`config.mk`:
```
export PLATFORM = sky130hd
export DESIGN_NAME = prio_enc_rr_flat
export DESIGN_NICKNAME = d
export VERILOG_FILES = /design/src/rtl/prio_enc_rr_if.sv /design/src/rtl/prio_enc_rr.sv /design/src/flat_wrapper.sv
export SDC_FILE = /design/constraint.sdc
export NUM_CORES = 1
export LEC_CHECK = 0
export CORE_MARGIN = 2
export CORE_UTILIZATION = 56
export DETAILED_ROUTE_END_ITERATION = 10
export PLACE_DENSITY_LB_ADDON = 0.25
export RECOVER_POWER = 100
export SETUP_SLACK_MARGIN = 0.5
export SLEW_MARGIN = 20
export SYNTH_ARGS = -nofsm -noshare
export SYNTH_HDL_FRONTEND = slang
export SYNTH_SLANG_ARGS = --single-unit
```
`constraint.sdc`:
```
create_clock -name clk -period 4.05 [get_ports clk]
set_input_delay 0.81 -clock clk [delete_from_list [all_inputs] [get_ports clk]]
set_output_delay 0.81 -clock clk [all_outputs]
set_load 0.03 [all_outputs]
```
`src/rtl/prio_enc_rr_if.sv`:
```
// prio_enc_rr_if: request/grant handshake bundle for prio_enc_rr
interface prio_enc_rr_if #(
   parameter int N = 8,
   parameter int W = $clog2(N)
);
   logic         mode;
   logic         in_valid;
   logic         in_ready;
   logic [N-1:0] req;
   logic         out_valid;
   logic         out_ready;
   logic [W-1:0] out_idx;
   logic [N-1:0] out_onehot;
   logic         out_none;
   logic         out_multi;
   modport master (
      output mode, in_valid, req, out_ready,
      input  in_ready, out_valid, out_idx, out_onehot, out_none, out_multi
   );
   modport slave (
      input  mode, in_valid, req, out_ready,
      output in_ready, out_valid, out_idx, out_onehot, out_none, out_multi
   );
endinterface

```
`src/rtl/prio_enc_rr.sv`:
```
// prio_enc_rr: registered N-way request encoder with fixed-priority and round-robin arbitration
module prio_enc_rr #(
   parameter int N = 8,
   parameter int W = $clog2(N)
) (
   input logic          clk,
   input logic          rst_n,
   prio_enc_rr_if.slave bus
);
   logic [W-1:0]   ptr;
   logic [W-1:0]   fix_idx;
   logic [W-1:0]   rr_idx;
   logic [W-1:0]   win;
   logic [W-1:0]   ptr_nxt;
   logic [N-1:0]   req;
   logic [2*N-1:0] dbl;
   logic [N-1:0]   rot;
   logic           in_ready;
   logic           accept;
   logic           any;
   logic           multi;
   logic           out_valid;
   logic [W-1:0]   out_idx;
   logic [N-1:0]   out_onehot;
   logic           out_none;
   logic           out_multi;

   function automatic logic [W-1:0] wrap_add(input logic [W-1:0] p, input int k);
      logic [W:0] s;
      s = {1'b0, p} + (W+1)'(k);
      return (s >= (W+1)'(N)) ? W'(s - (W+1)'(N)) : W'(s);
   endfunction

   assign req      = bus.req;
   assign in_ready = !out_valid || bus.out_ready;
   assign accept   = bus.in_valid && in_ready;
   assign any      = |req;
   assign multi    = |(req & (req - N'(1)));
   assign dbl      = {req, req} >> ptr;
   assign rot      = dbl[N-1:0];

   // Fixed priority: scanning upward, the last set bit seen is the highest index
   always_comb begin
      fix_idx = '0;
      for (int i = 0; i < N; i++)
         if (req[i]) fix_idx = W'(i);
   end

   // Round robin: req rotated so ptr sits at bit 0; scanning downward leaves the first set bit at or above ptr
   always_comb begin
      rr_idx = '0;
      for (int k = N - 1; k >= 0; k--)
         if (rot[k]) rr_idx = wrap_add(ptr, k);
   end

   assign win     = bus.mode ? rr_idx : fix_idx;
   assign ptr_nxt = (win == W'(N - 1)) ? '0 : win + W'(1);

   // Single output stage: load on accept, clear valid on drain, otherwise hold everything
   always_ff @(posedge clk) begin
      if (!rst_n) begin
         out_valid  <= 1'b0;
         out_idx    <= '0;
         out_onehot <= '0;
         out_none   <= 1'b0;
         out_multi  <= 1'b0;
         ptr        <= '0;
      end else if (accept) begin
         out_valid  <= 1'b1;
         out_idx    <= any ? win : '0;
         out_onehot <= any ? N'(1) << win : '0;
         out_none   <= !any;
         out_multi  <= multi;
         if (bus.mode && any) ptr <= ptr_nxt;
      end else if (bus.out_ready) begin
         out_valid  <= 1'b0;
      end
   end

   assign bus.in_ready   = in_ready;
   assign bus.out_valid  = out_valid;
   assign bus.out_idx    = out_idx;
   assign bus.out_onehot = out_onehot;
   assign bus.out_none   = out_none;
   assign bus.out_multi  = out_multi;
endmodule

```
`src/flat_wrapper.sv`:
```
// flat-port wrapper written by rule: the top's interface ports become plain ports
module prio_enc_rr_flat 
#(
   parameter int N = 8,
   parameter int W = $clog2(N)
)
  (clk, rst_n, bus_mode, bus_in_valid, bus_req, bus_out_ready, bus_in_ready, bus_out_valid, bus_out_idx, bus_out_onehot, bus_out_none, bus_out_multi);
  prio_enc_rr_if #(.N(N), .W(W)) bus_i ();
  input logic clk;
  input logic rst_n;
  input wire logic [$bits(bus_i.mode)-1:0] bus_mode;
  input wire logic [$bits(bus_i.in_valid)-1:0] bus_in_valid;
  input wire logic [$bits(bus_i.req)-1:0] bus_req;
  input wire logic [$bits(bus_i.out_ready)-1:0] bus_out_ready;
  output wire logic [$bits(bus_i.in_ready)-1:0] bus_in_ready;
  output wire logic [$bits(bus_i.out_valid)-1:0] bus_out_valid;
  output wire logic [$bits(bus_i.out_idx)-1:0] bus_out_idx;
  output wire logic [$bits(bus_i.out_onehot)-1:0] bus_out_onehot;
  output wire logic [$bits(bus_i.out_none)-1:0] bus_out_none;
  output wire logic [$bits(bus_i.out_multi)-1:0] bus_out_multi;
  assign bus_i.mode = bus_mode;
  assign bus_i.in_valid = bus_in_valid;
  assign bus_i.req = bus_req;
  assign bus_i.out_ready = bus_out_ready;
  assign bus_in_ready = bus_i.in_ready;
  assign bus_out_valid = bus_i.out_valid;
  assign bus_out_idx = bus_i.out_idx;
  assign bus_out_onehot = bus_i.out_onehot;
  assign bus_out_none = bus_i.out_none;
  assign bus_out_multi = bus_i.out_multi;
  prio_enc_rr #(.N(N), .W(W)) u_core (.clk(clk), .rst_n(rst_n), .bus(bus_i));
endmodule
```
==> run_results.csv <==
group,metric,value,unit
status,status,"completed",
place,gp_congestion,1.01,
critical_path,start_kind,"primary input",
synth,synth_ff_type,"dfxtp_1",
synth,synthesis.area,2150,µm²
synth,synthAdderAreaFrac,2.21,%
layout,fin_cells,364,
cts,cts_tree,"yes",
synth,synth_compound_area_share,36.3,%
power,pwr-share-seq,25.1,%
critical_path,r2r_slack,620,ps
detailed_routing,wire_per_inst,17.6,µm
synth,synth_area_leader_cell,"dfxtp_1",
power,cellInternalPower,0.430,mW
critical_path,crit_path_top_delay_cell,"clkbuf_1",
critical_path,cp_cell_sequence,"dlygate4sd2_1 > clkbuf_1 > nor2b_1 > o211ai_1 > a221oi_1 > a211o_1 > nor4_1 > or2_2 > inv_1 > ha_2 > nand2b_1 > o311ai_1",
synth,synth_nets,303,
power,powerDensity,298,nW/µm²
floorplan,core,3660,µm²
cts,clk_pin_slew,60,ps
synth,synth_simple_gate_area_share,25.4,%
timing,slew_headroom,37.5,%
synth,syn_area_per_cell,7.48,µm²
detailed_routing,first_iter_violations,479,
power,cellLeakagePower,0.975,nW
global_route,top_usage_layer,"met2",
detailed_routing,vias,2436,
layout,area_growth,20.0,%
critical_path,max_stage_delay,390,ps
timing,hold_viol_final,0,
cts,clk_latency,250,ps
global_route,antenna_found_initial,0,
power,p_sw_share,44.0,%
timing,period_share,86.7,%
critical_path,critical_path.top_delay_family,"compound AO/OA/AOI/OAI gates",
critical_path,cp.arrival,3660,ps
timing,min_period,3510,ps
floorplan,initial_core_util,58.6,%
global_route,use_met2,51.4,%
critical_path,required,4200,ps
critical_path,crit_type,"in -> reg",
critical_path,cp_max_fo,9,
global_route,met3_usage,3.58,%
place,dpl.hpwl,4710,µm
detailed_routing,post-route-drc-count,0,
timing,fmax,285,MHz
synth,synthCells,287,
cts,cts.htree.levels,1,
power,combPwrFrac,58.6,%
synth,ys_top_cells_by_area,"dfxtp_1 16%, mux2i_1 5.6%, o21ai_0 5.1%",
detailed_routing,drtAntennaViolNets,0,
global_route,grt_max_degree,40,
critical_path,setup.worst_path.end_class,"flop",
timing,finalSetupViolCount,0,
synth,synthDistinctLibCells,66,
layout,nFillCells,300,
place,dp.cells,356,
critical_path,crit_buf_inv,3,
floorplan,std_cell_rows,22,
synth,seq_area_frac_synth,15.9,%
global_route,overflow,0,
floorplan,die_h,65.9,µm
synth,yosys_register_bits,17,
layout,antennaDiodeCount,0,
cts,clock_path_buffers,2,
global_route,grt_pass1_wl,10600,µm
detailed_routing,via_per_inst,6.69,
floorplan,io_pins,28,
timing,rsz0062_at_grt,"no",
timing,slew_violations,0,
cts,cts_hold_buffers,0,
timing,tns,0,ps
place,io_buffer_count,27,
synth,async_flop_share,0,%
power,vdd_drop_max,323,µV
cts,clkSinkCount,17,
cts,cts_buffers,3,
place,pre_cts_ws,202,ps
floorplan,die-area,4350,µm²
detailed_routing,wl,6390,µm
synth,synthXorXnorAreaFrac,0,%
timing,tightestPinTransition,929,ps
synth,yosysWarnings,0,
synth,synth_top_family_by_area,"compound AO/OA/AOI/OAI gates",
cts,root_buffer,"clkbuf_8",
floorplan,die_w,65.9,µm
layout,final_nets,333,
synth,synth_mux_area_share,12.1,%
run,maxCapViolCount,0,
layout,layout-drive-gt1-share,15.8,%
global_route,grt_pass1_vias,2186,
detailed_routing,dr.pass1.iters,5,
global_route,gr-usage-met1,43.2,%
power,switchingPower,0.337,mW
timing,fin_skew,1.97,ps
hold_path,hp-class,"reg -> reg",
timing,worst_slack,541,ps
power,power.clock.fraction,16.2,%
synth,synth_edf_count,0,
global_route,grt_usage,30.9,%
synth,yosysTopAreaCellShare,15.9,%
-- cell usage in the layout (no fill, tap or decap), drive strengths merged, types with 4 or more instances in the layout --
cell type    count
o311ai           5
and2             6
dlygate4sd3     16
nand3            7
nand2b           8
a311oi           5
a32o             4
dfxtp           17
nand2           19
nor2b            6
nor2            27
mux2i           13
a21oi           13
o21ai           24
mux2             7
or2              4
dlygate4sd2      5
o211ai           5
a31oi            5
buf             21
o22ai           11
inv             10
o31ai            6
nor3             8
clkbuf           5
nor4             4
-- timing repair --
item | in CTS | in global routing
resized for setup | 6 | 8
endpoints found under the hold margin | 0 | 0
pin swaps | 1 | 2
buffers inserted | 1 | 3
endpoints found under the setup margin | 1 | 3
-- final timing paths --
check | startpoint | endpoint | cells past startpoint
worst min-delay path | u_core.bus.out_onehot[6] | u_core.bus.out_onehot[6] | 2
worst max register to register | u_core.ptr[0] | u_core.ptr[2] | 14
worst max-delay path | bus_req[4] | u_core.ptr[2] | 12
worst min register to register | u_core.bus.out_onehot[6] | u_core.bus.out_onehot[6] | 2
-- routing by layer --
layer	up-vias	part of all wire [%]	wire (µm)
met5	-	0	0
met3	11	9.1	581
li1	1165	-	-
met2	155	46	2970
met4	0	1.1	68
met1	1105	43	2780
-- cell usage after synthesis, types with 3 or more instances --
cell      number
a21oi_1       13
a221oi_1       3
a311oi_1       3
a31oi_1        5
a32o_1         4
and2_1         5
and3_1         3
buf_2          8
buf_6          4
clkbuf_1      13
dfxtp_1       17
ha_1           3
inv_1          8
mux2_2         3
mux2_4         4
mux2i_1       12
nand2_1       19
nand2b_1       8
nand3_1        7
nor2_1        27
nor2b_1        6
nor3_1         8
o211ai_1       5
o21a_1         3
o21ai_0       22
o221ai_1       3
o22ai_1       11
o311ai_1       5
o31ai_1        6
or2_2          3
-- tightest hold or removal path: cells and delay by family (launching register included) --
kind / cells / cell delay, ps
AOI/OAI and AO/OA: 1 / 50
and+or+nand+nor: 1 / 50
DFF: 1 / 320
-- sequential cells by signal, indices dropped and copies added (netlist names) --
register,count
u_core.bus.out_none,1
u_core.bus.out_multi,1
u_core.bus.out_valid,1
u_core.ptr,3
u_core.bus.out_idx,3
u_core.bus.out_onehot,8
-- kinds of logic after synthesis --
logic type / Yosys count
AOI/OAI and AO/OA: 107
adders and majority gates: 4
buffers and inverters: 36
DFF: 17
muxes: 21
and+or+nand+nor: 102
-- layout make-up --
cell class / instances / area (µm²) / area share [%]
repair buffers: 50 / 437 / 16.9
multi-input cells: 234 / 1650 / 64.1
flip-flops and latches: 17 / 342 / 13.3
clock inverters: 1 / 5.00 / 0.194
inverters: 11 / 41.3 / 1.60
clock buffers: 3 / 41.3 / 1.60
well taps: 48 / 60.1 / 2.33
-- stage by stage --
stage                     power [mW]  hold slack [ps]  area, µm²  utilization [%]
after floorplan                0.522              581       2150                -
after global placement         0.630              451       2490             68.1
after detailed placement       0.633              451       2490             68.1
after CTS                      0.759              462       2550             69.6
after global routing           0.812              478       2580             70.4
final                          0.767              457       2580             70.4
-- power groups by stage --
stage / combinational, mW / clock [mW] / sequential (mW)
global route: 0.484 / 0.133 / 0.195
global placement: 0.433 / 0 / 0.196
floorplan: 0.310 / 0 / 0.211
finish: 0.450 / 0.124 / 0.193
CTS: 0.440 / 0.126 / 0.193
detailed placement: 0.437 / 0 / 0.196
Note: power is estimated with default switching activity, not from simulation.
